===== config.mk =====
export PLATFORM = sky130hd
export DESIGN_NAME = sync_fifo_flags
export DESIGN_NICKNAME = d
export VERILOG_FILES = /design/src/rtl/sync_fifo_flags.sv
export SDC_FILE = /design/constraint.sdc
export NUM_CORES = 1
export LEC_CHECK = 0
export ABC_CLOCK_PERIOD_IN_PS = 2100
export BUFFER_PORTS_ARGS = -buffer_cell sky130_fd_sc_hd__buf_4
export CORE_MARGIN = 8
export CORE_UTILIZATION = 50
export DETAILED_ROUTE_END_ITERATION = 12
export GPL_TIMING_DRIVEN = 0
export HOLD_SLACK_MARGIN = 0.05
export PLACE_DENSITY = 0.67
export SLEW_MARGIN = 20
export SYNTH_ARGS = -nofsm -noshare
export SYNTH_HDL_FRONTEND = slang
export SYNTH_SLANG_ARGS = --single-unit

===== constraint.sdc =====
create_clock -name clk -period 2.1 [get_ports clk]
set_clock_uncertainty 0.05 [all_clocks]
set_input_delay 0.21 -clock clk [delete_from_list [all_inputs] [get_ports clk]]
set_output_delay 0.21 -clock clk [all_outputs]
set_load 0.02 [all_outputs]

===== src/rtl/sync_fifo_flags.sv =====
// sync_fifo_flags: single-clock FIFO with fill level, almost-full/empty thresholds,
// sticky overflow/underflow flags and selectable first-word-fall-through read. Rev 1.0
`default_nettype none

module sync_fifo_flags #(
   parameter int DSIZE    = 8,
   parameter int ASIZE    = 4,
   parameter int AF_LEVEL = 12,
   parameter int AE_LEVEL = 2,
   parameter int FWFT     = 0
) (
   input  logic             clk,
   input  logic             rst_n,
   input  logic             wreq,
   input  logic [DSIZE-1:0] wdata,
   input  logic             rreq,
   output logic [DSIZE-1:0] rdata,
   output logic             wfull,
   output logic             rempty,
   output logic             almost_full,
   output logic             almost_empty,
   output logic [ASIZE:0]   count,
   output logic             overflow,
   output logic             underflow,
   input  logic             clr_err
);

   localparam int             DEPTH    = 1 << ASIZE;
   localparam logic [ASIZE:0] FULL_CNT = (ASIZE+1)'(DEPTH);
   localparam logic [ASIZE:0] AF_CNT   = (ASIZE+1)'(AF_LEVEL);
   localparam logic [ASIZE:0] AE_CNT   = (ASIZE+1)'(AE_LEVEL);
   localparam logic [ASIZE:0] ONE      = (ASIZE+1)'(1);

   logic [DSIZE-1:0] mem [DEPTH];
   logic [ASIZE:0]   wptr;
   logic [ASIZE:0]   rptr;
   logic [ASIZE:0]   count_next;
   logic             we;
   logic             re;

   // Accept decisions use only registered flags, so full+read and empty+write never bypass.
   assign we = wreq & ~wfull;
   assign re = rreq & ~rempty;

   always_comb begin
      count_next = count;
      if (we && !re)
         count_next = count + ONE;
      else if (re && !we)
         count_next = count - ONE;
   end

   always_ff @(posedge clk or negedge rst_n) begin
      if (!rst_n) begin
         wptr         <= '0;
         rptr         <= '0;
         count        <= '0;
         wfull        <= 1'b0;
         rempty       <= 1'b1;
         almost_full  <= 1'b0;
         almost_empty <= 1'b1;
         overflow     <= 1'b0;
         underflow    <= 1'b0;
      end else begin
         if (we)
            wptr <= wptr + ONE;
         if (re)
            rptr <= rptr + ONE;
         count        <= count_next;
         wfull        <= (count_next == FULL_CNT);
         rempty       <= (count_next == '0);
         almost_full  <= (count_next >= AF_CNT);
         almost_empty <= (count_next <= AE_CNT);
         // A new error on the same edge as clr_err keeps the flag set.
         if (wreq && wfull)
            overflow <= 1'b1;
         else if (clr_err)
            overflow <= 1'b0;
         if (rreq && rempty)
            underflow <= 1'b1;
         else if (clr_err)
            underflow <= 1'b0;
      end
   end

   always_ff @(posedge clk) begin
      if (we)
         mem[wptr[ASIZE-1:0]] <= wdata;
   end

   generate
      if (FWFT != 0) begin : g_fwft
         assign rdata = rempty ? '0 : mem[rptr[ASIZE-1:0]];
      end else begin : g_std
         logic [DSIZE-1:0] rdata_q;
         always_ff @(posedge clk or negedge rst_n) begin
            if (!rst_n)
               rdata_q <= '0;
            else if (re)
               rdata_q <= mem[rptr[ASIZE-1:0]];
         end
         assign rdata = rdata_q;
      end
   endgenerate

endmodule

`default_nettype wire


Yosys cells after proc, flatten, opt, wreduce, memory -nomap -nowiden
Memories as Yosys holds them, arrays and structs flattened. A register that Yosys moved wholly into a read port is not among the register bits.
Index checks and enable logic that the tools add are counted.
{"block": "word_totals", "reg_bits": 21, "ram_bits": 128, "inputBits": 13, "output_inout_bits": 19, "wordCells": 38, "n_memories": 1}
{"block": "op_classes", "add_sub_neg": 4, "n_lt_le_gt_ge": 2, "eq_ne": 1, "mux": 7, "bitwise_logic": 4, "reduce_logical": 10}
{"memory": "mem", "depth": 16, "word_bits": 8, "read_ports": 1, "rd_ports_with_merged_regs": 1, "wr": 1, "line": "34", "rtl": "logic [DSIZE-1:0] mem [DEPTH];"}
{"cell": "$add A5 B1 Y5 const B", "count": 3}
{"cell": "$mux W5", "count": 2}
{"cell": "$eq A5 B5 Y1 const B", "count": 1}
{"cell": "$ge A5 B4 Y1 const B", "count": 1}
{"cell": "$le A5 B2 Y1 const B", "count": 1}
{"cell": "$logic_not A5 Y1", "count": 1}
{"cell": "$mux W1", "count": 5}
{"cell": "$sub A5 B1 Y5 const B", "count": 1}
{"cell": "$logic_and A1 B1 Y1", "count": 4}
{"cell": "$reduce_bool A2 Y1", "count": 2}
{"cell": "$logic_not A1 Y1", "count": 3}
{"cell": "$and A1 B1 Y1", "count": 2}
{"cell": "$not A1 Y1", "count": 2}

Logic depth before layout (Yosys ltp)
Gate-level depths: netlist of the first run.
{"block": "depth", "depth_word": 7, "mapped_depth": 8, "mapped_depth_nobuf": 7}

Worst setup path before layout of the first run
OpenSTA, ideal clock, no wires.
{"block": "synth_timing", "path_type": "register -> register", "startpoint": "register rempty", "endpoint": "register almost_empty", "setup_ns": 0.105, "t_arrival_ns": 1.701, "path_slack_ns": 0.244, "stages_incl_launch_ff": 6, "n_path_buf": 0, "cell_sequence": "dfstp_2 and2b_1 nor2_1 a22oi_1 xnor2_2 a2111oi_2"}
{"block": "synth_between", "elab_chain_cells": 6}
{"item": "start: declaration", "line": "19", "rtl": "output logic rempty,"}
{"item": "start signal: assignment", "line": "71", "rtl": "rempty <= (count_next == '0);"}
{"item": "$not A1 Y1 *", "line": "43", "rtl": "assign re = rreq & ~rempty;"}
{"item": "$and A1 B1 Y1 *", "line": "43"}
{"item": "$logic_and A1 B1 Y1 or $logic_not A1 Y1 (tied branches)", "line": "49, 47"}
{"item": "$mux W5 or $logic_and A1 B1 Y1 (tied branches)", "line": "49, 47"}
{"item": "$mux W5 *", "line": "47", "rtl": "if (we && !re)"}
{"item": "named net count_next[2]", "line": "37", "rtl": "logic [ASIZE:0] count_next;"}
{"item": "$le A5 B2 Y1 *", "line": "73", "rtl": "almost_empty <= (count_next <= AE_CNT);"}
{"item": "end signal: assignment", "line": "73"}
{"item": "end: declaration", "line": "21", "rtl": "output logic almost_empty,"}
The timed path passes the listed nets; every way through them passes the cells marked *.
A chain may end at the register's enable or synchronous reset.

==> summary.txt, run 1 <==
Logic synthesis
  • Synth Net Count: 418
  • Largest family of logic cells by synthesized area: multiplexers
  • Post-synth EDFFs: 128
  • Xor-xnor portion of the synthesized cell area: 1.75%
  • Cell variety after synth: 38
  • Mux contribution to synthesized area: 10.3%
  • Post-synthesis cell area: 6310 um2
  • Share of the synthesized area in the top cell type: 60.9%
  • Most used DFF post-synth: edfxtp_1
  • Post-synthesis adder-cell area fraction: 1.39%
  • Sequential-to-total area share from yosys stat: 71.7%
  • Ys async rst share: 17.4%
  • Cell types with the highest counts after synthesis: 128 x edfxtp_1, 64 x mux2i_1, 25 x dfrtp_1
  • Avg Cell Area, Syn: 15.9 um2
  • Simple-Gate Fraction of Synth Area: 6.68%
  • Synth Register Bits: 155
  • YS warnings: 0
  • Area leader, netlist: edfxtp_1
  • Post-Synthesis Cells: 398
  • Most common cell in the netlist: edfxtp_1
  • Compound-Gate Fraction of Synth Area: 5.71%
  • Synth top area cells: edfxtp_1 61%, mux2i_1 10%, dfrtp_1 9.9%

Pwr
  • Internal power: 7.17 mW
  • Worst vdd ir: 0.839 mV
  • NetSw: 3.45 mW
  • Pwr/cell area: 1420 nW/um2
  • Seq pwr share: 39.3%
  • Clock power frac: 27.7%
  • Combinational cell fraction of total power: 33.0%
  • Switching share of total power: 32.5%
  • Leakage power: 2.77 nW

Route
  • Length of the first detailed-routing pass in iterations: 4
  • Met2 wire len: 6.06 mm
  • Routed Antenna Nets: 0
  • Detailed-route DRC error count: 0
  • Drt total wl: 12.7 mm
  • Total number of vias: 3,475
  • Detailed Route Iter0 Violations: 224
  • Met3 wire length: 506 um
  • Vias per inst: 5.41
  • Top Metal Used: met4
  • WL met1: 5.79 mm
  • WL/cell: 19.8 um

Setup path
  • CP cell instances: clkbuf_1, buf_4, buf_4, mux2i_1, o22ai_1, nor3_1, a21oi_1
  • FF-to-FF path depth: 7
  • RR Startpoint: rptr[0]
  • Critical Path Sink: rdata[7]
  • CP Buf/Inv Count: 3
  • Crit Path Max Fanout: 10
  • CP Class: flip-flop to flip-flop
  • CP arrival: 2.25 ns
  • CP Launch Type: flip-flop
  • CP startpoint: rptr[0]
  • Most used cell, CP: buf_4
  • CP max stage cell: dfrtp_1
  • R2r endpoint: rdata[7]
  • Worst Setup End Kind: flip-flop
  • Crit path max-delay family: buffers and inverters
  • R2R Setup Slk: 0.08 ns
  • CP max stage delay: 0.35 ns
  • CP required: 2.33 ns
  • Cell count along the critical path: 7

GRT
  • First-pass GRT wire length: 19.7 mm
  • Pin count of the biggest net entering global routing: 28
  • Total gr overflow: 0
  • Initial antenna violation count: 0
  • GRT Total Usage: 16.4%
  • Vias in the first global route: 3,504

Timing
  • Final period util: 96.3%
  • Fin. Hold Viols: 0
  • Slew Viols, Final: 0
  • FMAX: 0.494 GHz
  • Slew HR: 62.0%
  • Final min period: 2.02 ns
  • Worst-Margin Slew: 0.570 ns
  • Final setup fails: 0

Finish
  • Antenna fix cells: 0
  • Area growth, synth to finish: 18.2%
  • Design Area, Final: 7460 um2
  • # nets final: 477
  • Final core occ: 59.8%
  • Fraction of layout cells with a size suffix above 1: 18.9%

Clock tree
  • Max Buffers Root-to-Sink: 2
  • H-tree levels: 4
  • Root Driver: clkbuf_16
  • TritonCTS Buffers: 17
  • Reg clk slew, reported paths: 0.06 ns
  • Later-pin clock latency in the skew report: 0.42 ns
  • Clock sinks: 155
  • CTS tree: yes

Floorplan
  • Site Rows: 41
  • Chip width: 128 um
  • Full die area: 16,500 um2
  • Die H: 128 um
  • Ports: 32
  • Initial core utilization: 50.6%
  • Core Region: 12,500 um2

Placed design
  • Placed Area: 6760 um2
  • Final estimated routing congestion in global placement: 0.906
  • Port Buffers: 31
  • Detailed placement HPWL: 8.56 mm

Job
  • Max-cap violations: 0

Outcome
  • Status: complete, no violations

Worst hold path
  • Worst hold path type: input port to flip-flop
[layer usage]
metal | global-route usage [%] | up-vias
met2 | 24.7 | 90
li1 | - | 1638
met1 | 20.9 | 1728
met4 | 8.81 | 0
met5 | 0 | -
met3 | 4.83 | 19
[sequential cells by signal (all words and copies together), names as in the netlist]
register	cells
rempty	1
rptr	4
almost_empty	1
rdata	8
count	5
mem	128
underflow	1
wfull	1
almost_full	1
overflow	1
wptr	4
[cell usage in the layout, fill, tap and decap left out, types with 8 or more instances in the layout]
master / synthesis / routed
a21oi_1: 8 / 8
and2_1: 16 / 16
buf_4: 6 / 40
clkbuf_1: 5 / 9
clkbuf_16: 0 / 17
dfrtp_1: 25 / 25
edfxtp_1: 128 / 128
mux2i_1: 64 / 64
nand2_1: 10 / 10
nor2_1: 15 / 14
o21ai_0: 19 / 19
o22ai_1: 24 / 24
[per-stage QoR]
step	TNS [ns]	hold WS (ns)	setup WS [ns]	std cells	power, mW
detailed placement	-0.265	0.102	-0.0874	601	7.54
global placement	-0.177	0.0977	-0.0634	601	7.46
CTS	0	0.0579	0.0114	638	10.5
global route	-0.0580	0.0563	-0.0188	642	11.1
floorplan	0	-0.136	0.244	398	6.45
finish	0	0.0749	0.0767	642	10.6
[layout make-up]
type	count	area (um2)
plain buffers	19	138
well taps	172	215
clock inverters	11	126
repair buffers	40	325
inverters	7	26.3
flip-flops and latches	155	4520
fillers	958	5010
multi-input cells	217	1660
clock buffers	21	440
[how the worst min path moves through the flow]
| stage | startpoint | to | slack, ns | cells after the start |
|---|---|---|---|---|
| floorplan | rst_n | almost_full | -0.14 | 0 |
| finish | wdata[2] | mem[10][2] | 0.07 | 1 |
| global route | wdata[2] | mem[6][2] | 0.06 | 1 |
| global placement | rst_n | wptr[0] | 0.1 | 1 |
| CTS | wdata[2] | mem[6][2] | 0.06 | 1 |
| detailed placement | rst_n | wptr[1] | 0.10 | 1 |
[worst register-to-register path, delay by kind of cell (launching register included)]
family / cells / cell delay [ns]
AO/OA/AOI/OAI: 2 / 0.24
multiplexers: 1 / 0.23
flip-flops: 1 / 0.35
AND/OR/NAND/NOR: 1 / 0.34
buffers and inverters: 3 / 0.68
[timing repair]
action                                 CTS  global route
pin swaps                                0             2
cloned                                   0             0
buffers inserted                         0             4
hold buffers                             5             0
endpoints found under the hold margin   45             0
setup endpoints to repair                4            18
gates resized for setup                  4             7
[power by group through the flow]
stage	sequential (mW)	clock [mW]	combinational, mW
2_1_floorplan	4.34	0	2.11
3_3_place_gp	4.20	0	3.25
3_5_place_dp	4.23	0	3.32
4_1_cts	4.17	2.99	3.38
5_1_grt	4.23	3.12	3.77
6_report	4.17	2.94	3.50
[cells by family (layout without fill, tap and decap cells)]
kind of cell	Yosys count	count (layout)
AOI/OAI and AO/OA	58	58
DFF	155	155
adders and majority gates	7	7
muxes	65	65
and+or+nand+nor	77	77
xor gates and xnor gates	10	10
buffers and inverters	26	98
Note: power is estimated with default switching activity, not from simulation.
==> inputs of run 2 (changes only) <==
Settings changed: CTS_BUF_LIST set to sky130_fd_sc_hd__clkbuf_8 sky130_fd_sc_hd__clkbuf_16.
==> summary.txt, run 2 (same netlist as run 1, synthesis figures left out) <==
Clock tree
  • TritonCTS Buffers: 17 (unchanged)
  • CTS tree: yes
  • Max Buffers Root-to-Sink: 2 (unchanged)
  • Later-pin clock latency in the skew report: 0.42 ns (about the same)
  • Reg clk slew, reported paths: 0.06 ns (about the same)
  • Clock sinks: 155 (unchanged)
  • H-tree levels: 4 (unchanged)
  • Root Driver: clkbuf_16

Pwr
  • Worst vdd ir: 0.841 mV (+0.26%)
  • Leakage power: 2.78 nW (+0.60%)
  • Pwr/cell area: 1420 nW/um2 (-0.20%)

Finish
  • Commonest non-fill, non-tap cell in the layout: edfxtp_1
  • Area growth, synth to finish: 18.2% (unchanged)
  • Max reg flops: 128 (unchanged)
  • Fraction of layout cells with a size suffix above 1: 18.9% (unchanged)
  • Footprint of the multi-input gates: 1660 um2 (unchanged)
  • # nets final: 477 (unchanged)
  • Leading cell types in the layout, fill and taps excluded: 128 x edfxtp_1, 64 x mux2i_1, 40 x buf_4
  • Antenna fix cells: 0 (unchanged)
  • Layout fillers: 958 (unchanged)
  • Storage element area: 4520 um2 (unchanged)

Route
  • Detailed Route Iter0 Violations: 239 (+6.7%)
  • Drt total wl: 12.8 mm (+0.19%)
  • Total number of vias: 3,487 (+0.35%)
  • Length of the first detailed-routing pass in iterations: 5 (+1)
  • Vias per inst: 5.43 (+0.35%)
  • WL/cell: 19.9 um (+0.19%)
  • Routed Antenna Nets: 0 (unchanged)
  • Detailed-route DRC error count: 0 (unchanged)

Setup path
  • CP max stage delay: 0.35 ns (about the same)
  • Crit path max-delay family: buffers and inverters
  • CP Launch Type: flip-flop
  • CP arrival: 2.25 ns (about the same)
  • Worst Setup End Kind: flip-flop
  • CP cell instances: clkbuf_1, buf_4, buf_4, mux2i_1, o22ai_1, nor3_1, a21oi_1
  • Crit Path Max Fanout: 10 (unchanged)
  • Most used cell, CP: buf_4
  • CP max stage cell: dfrtp_1
  • CP required: 2.34 ns (about the same)
  • CP Class: flip-flop to flip-flop
  • CP Buf/Inv Count: 3 (unchanged)

Timing
  • Sum Neg Setup Slack: 0 ns (unchanged)
  • Final setup fails: 0 (unchanged)
  • Final min period: 2.01 ns (-0.0130 ns)
  • Slew HR: 63.0% (+1.0 points)
  • FMAX: 0.497 GHz (+0.65%)
  • Fin. Hold Viols: 0 (unchanged)
  • Final period util: 95.7% (-0.62 points)
  • Hold Slack: 0.0682 ns (-0.00673 ns)
  • Setup ws final: 0.0897 ns (+0.0130 ns)
  • Slew Viols, Final: 0 (unchanged)
  • Worst-Margin Slew: 0.555 ns (-0.0151 ns)

Placed design
  • Detailed placement HPWL: 8.56 mm (unchanged)
  • Final estimated routing congestion in global placement: 0.906 (unchanged)
  • Post-Place Worst Slack: -0.0874 ns (unchanged)
  • Port Buffers: 31 (unchanged)

Floorplan
  • Chip width: 128 um (unchanged)
  • Ports: 32 (unchanged)
  • Initial core utilization: 50.6% (unchanged)
  • Site Rows: 41 (unchanged)
  • Full die area: 16,500 um2 (unchanged)
  • Die H: 128 um (unchanged)
  • Core Region: 12,500 um2 (unchanged)

GRT
  • Pin count of the biggest net entering global routing: 28 (unchanged)
  • First-pass GRT wire length: 19.7 mm (about the same)
  • Vias in the first global route: 3,501 (-0.086%)
  • Total gr overflow: 0 (unchanged)
  • GRT Total Usage: 16.4% (+0.018 points)
  • Initial antenna violation count: 0 (unchanged)

Worst hold path
  • Worst hold path type: input port to flip-flop

Job
  • Max-cap violations: 0 (unchanged)

Outcome
  • Status: complete, no violations
run 2: layout make-up:
class                   count  share of cell area [%]
flip-flops and latches    155                    60.6
multi-input cells         217                    22.3
well taps                 172                    2.89
inverters                   7                   0.352
clock buffers              17                    5.70
plain buffers              19                    1.85
repair buffers             40                    4.36
clock inverters            15                    1.90
run 2: report_power, final:
group / total [mW] / switching, mW / internal (mW)
logic: 3.49 / 2.01 / 1.48
clock network: 2.93 / 1.11 / 1.82
registers: 4.17 / 0.327 / 3.85
total: 10.6 / 3.45 / 7.15
run 2: worst register-to-register path: cells and delay by family (launching register included):
kind                   cells  cell delay, ns
buffers and inverters      3            0.68
DFF                        1            0.35
muxes                      1            0.23
and+or+nand+nor            1            0.33
AOI/OAI and AO/OA          2            0.24
run 2: metal layers:
layer	track usage (%)	part of all wire (%)	wire [um]	vias up
li1	-	-	-	1638
met1	21.0	45	5720	1744
met2	24.7	48	6120	88
met3	4.83	4.2	537	17
met4	8.81	3.0	384	0
met5	0	0	0	-
run 2: per-stage QoR:
stage                     utilization, %  instance area [um2]  total power, mW  instances
final                               59.8                 7460             10.6        642
after global routing                59.8                 7460             11.1        642
after CTS                           59.3                 7390             10.5        638
after detailed placement            54.2                 6760             7.54        601
after global placement              54.2                 6760             7.46        601
after floorplan                        -                 6310             6.45        398
run 2: timing repair:
item	in CTS	in global routing
gates resized for setup	4	7
pin swaps	0	2
gates cloned	0	0
setup endpoints to repair	4	17
hold endpoints to repair	45	0
hold buffers	5	0
buffers inserted	0	4
run 2: worst paths after layout:
kind,depth (start not counted),start,slack (ns),end
worst max-delay path,7,rptr[0],0.09,rdata[7]
worst min-delay path,1,wdata[2],0.07,mem[6][2]
worst max register to register,7,rptr[0],0.09,rdata[7]
worst min register to register,1,wptr[3],0.48,wptr[3]
max in group asynchronous,2,rst_n,1.50,almost_empty
min in group asynchronous,2,rst_n,0.19,underflow
==> inputs of run 3 (changes only) <==
Settings changed: ABC_AREA set to 1.
==> summary.txt, run 3 <==
Outcome
  • Status: complete, no violations

Placed design
  • Final estimated routing congestion in global placement: 0.864 (-4.7%)
  • Post-Place Worst Slack: 0.00387 ns (+0.0913 ns)
  • Detailed placement HPWL: 10.5 mm (+22%)
  • Port Buffers: 31 (unchanged)
  • Cells after DPL: 922 (+53%)

Route
  • Routed Antenna Nets: 0 (unchanged)
  • Detailed Route Iter0 Violations: 421 (+76%)
  • Total number of vias: 4,841 (+39%)
  • Drt total wl: 15.6 mm (+23%)
  • Length of the first detailed-routing pass in iterations: 5 (unchanged)
  • WL/cell: 16.3 um (-18%)
  • Vias per inst: 5.05 (-7.0%)
  • Detailed-route DRC error count: 0 (unchanged)

Floorplan
  • Ports: 32 (unchanged)
  • Site Rows: 43 (+4.9%)
  • Die H: 134 um (+4.2%)
  • Core Region: 13,700 um2 (+10%)
  • Full die area: 17,900 um2 (+8.6%)
  • Initial core utilization: 50.5% (-0.12 points)
  • Chip width: 134 um (+4.2%)

Logic synthesis
  • Cell types with the highest counts after synthesis: 252 x nand2_1, 128 x edfxtp_1, 122 x inv_1
  • Synth Register Bits: 155 (unchanged)
  • Post-synth EDFFs: 128 (unchanged)
  • Compound-Gate Fraction of Synth Area: 0.542% (-5.2 points)
  • Synth top area cells: edfxtp_1 55%, nand2_1 14%, dfrtp_1 9.0%
  • Share of the synthesized area in the top cell type: 55.5% (-5.4 points)
  • Avg Cell Area, Syn: 9.74 um2 (-39%)
  • Synth Net Count: 731 (+75%)
  • Post-Synthesis Cells: 711 (+79%)
  • Post-synthesis cell area: 6930 um2 (+9.8%)
  • Mux contribution to synthesized area: 0% (-10 points)
  • Sequential-to-total area share from yosys stat: 65.3% (-6.4 points)
  • YS warnings: 0 (unchanged)
  • Cell variety after synth: 24 (-37%)
  • Xor-xnor portion of the synthesized cell area: 0.885% (-0.86 points)
  • Ys async rst share: 17.4% (unchanged)
  • Largest family of logic cells by synthesized area: simple AND/OR/NAND/NOR gates
  • Area leader, netlist: edfxtp_1
  • Simple-Gate Fraction of Synth Area: 22.8% (+16 points)
  • Most used DFF post-synth: edfxtp_1
  • Most common cell in the netlist: nand2_1
  • Post-synthesis adder-cell area fraction: 1.26% (-0.12 points)

Timing
  • RSZ-0062 raised after global routing: no
  • Slew Viols, Final: 0 (unchanged)
  • Setup ws final: 0.158 ns (+0.0682 ns)
  • Slew HR: 45.4% (-18 points)
  • Final period util: 92.5% (-3.2 points)
  • Fin. Hold Viols: 0 (unchanged)
  • Final setup fails: 0 (unchanged)
  • Worst-Margin Slew: 0.816 ns (+0.261 ns)
  • Final min period: 1.94 ns (-0.0682 ns)
  • Sum Neg Setup Slack: 0 ns (unchanged)
  • FMAX: 0.515 GHz (+3.5%)

Clock tree
  • H-tree levels: 4 (unchanged)
  • Max Buffers Root-to-Sink: 2 (unchanged)
  • Reg clk slew, reported paths: 0.06 ns (about the same)
  • Root Driver: clkbuf_16
  • Later-pin clock latency in the skew report: 0.42 ns (about the same)
  • Clock sinks: 155 (unchanged)
  • CTS tree: yes
  • TritonCTS Buffers: 17 (unchanged)

Finish
  • Antenna fix cells: 0 (unchanged)
  • # nets final: 785 (+65%)
  • Non-Filler Instances: 958 (+49%)
  • Max reg flops: 128 (unchanged)
  • Layout fillers: 1,106 (+15%)
  • Leading cell types in the layout, fill and taps excluded: 252 x nand2_1, 128 x edfxtp_1, 122 x inv_1
  • Commonest non-fill, non-tap cell in the layout: nand2_1
  • Area growth, synth to finish: 16.3%
  • Fraction of layout cells with a size suffix above 1: 12.7% (-6.2 points)

Setup path
  • CP Launch Type: flip-flop
  • CP Class: flip-flop to flip-flop
  • CP arrival: 1.94 ns (-0.31 ns)
  • Crit Path Max Fanout: 10 (unchanged)
  • Worst Setup End Kind: flip-flop
  • CP required: 2.10 ns (-0.24 ns)

Worst hold path
  • Worst hold path type: input port to flip-flop

GRT
  • GRT Total Usage: 18.5% (+2.1 points)
  • First-pass GRT wire length: 25.0 mm (+27%)
  • Pin count of the biggest net entering global routing: 28 (unchanged)
  • Initial antenna violation count: 0 (unchanged)
  • Total gr overflow: 0 (unchanged)
  • Vias in the first global route: 4,808 (+37%)

Pwr
  • Worst vdd ir: 0.606 mV (-28%)
  • Leakage power: 3.69 nW (+33%)
  • Pwr/cell area: 1400 nW/um2 (-1.4%)
  • Power after layout: 11.3 mW (+6.5%)

Job
  • Max-cap violations: 0 (unchanged)
-- run 3: changes by cell type in the layout (fill, tap and decap cells not counted), moves of 12 or more --
cell,change
buf_2,+12
mux2i_1,-64
nand3_1,+91
o22ai_1,-22
o21ai_0,-16
and2_1,-16
inv_1,+112
nand2_1,+242
-- run 3: per-stage QoR --
step	cell area [um2]	hold slack (ns)	utilization, %
floorplan	6930	-0.136	-
global placement	7380	0.103	53.8
detailed placement	7380	0.108	53.8
CTS	8050	0.0590	58.7
global route	8060	0.0831	58.7
finish	8060	0.0654	58.7
-- run 3: final cells by class --
class                   count  area (um2)  area share (%)
clock buffers              17         425            5.28
flip-flops and latches    155        4520            56.1
repair buffers             35         273            3.39
well taps                 180         225            2.80
inverters                 124         465            5.78
clock inverters            15         196            2.44
plain buffers              28         171            2.13
multi-input cells         404        1780            22.1
-- run 3: per-layer routing --
layer	global-route usage [%]	share of wire, %	up-vias
met3	4.44	5.8	37
met1	22.4	43	2291
met4	9.11	3.6	0
li1	-	-	2352
met2	30.4	48	161
met5	0	0	-
-- run 3: worst paths after layout --
path,start,end,slack (ns),cells past startpoint
max in group asynchronous,rst_n,almost_empty,1.46,2
worst max-delay path,wfull,mem[5][4],0.16,4
worst max register to register,wfull,mem[5][4],0.16,4
worst min register to register,rdata[2],rdata[2],0.43,2
worst min-delay path,wdata[6],mem[15][6],0.07,1
min in group asynchronous,rst_n,rdata[3],0.21,2
-- run 3: critical path, stage by stage, from the launching register on --
cell and delay, ns:
dfrtp_1 0.39, nor2_1 0.17, buf_6 0.16, nand2_1 0.14, nor2_1 0.65
-- run 3: repair_timing --
action / in CTS / in global routing
setup buffers: 0 / 0
hold buffers: 4 / 0
resized for setup: 0 / 4
setup endpoints to repair: 0 / 24
endpoints found under the hold margin: 29 / 0
-- run 3: power breakdown --
| part | switching, mW | leakage (nW) | internal (mW) |
|---|---|---|---|
| clock | 1.22 | 0.299 | 1.99 |
| sequential | 0.233 | 1.48 | 3.83 |
| combinational | 2.69 | 1.91 | 1.32 |
-- run 3: cells by family (layout without fill, tap and decap cells) --
| kind of cell | after synthesis | after routing |
|---|---|---|
| AND/OR/NAND/NOR | 383 | 383 |
| flip-flops | 155 | 155 |
| buffers and inverters | 152 | 219 |
| adder cells (fa/ha/maj) | 7 | 7 |
| AO/OA/AOI/OAI | 7 | 7 |
| XOR/XNOR | 7 | 7 |
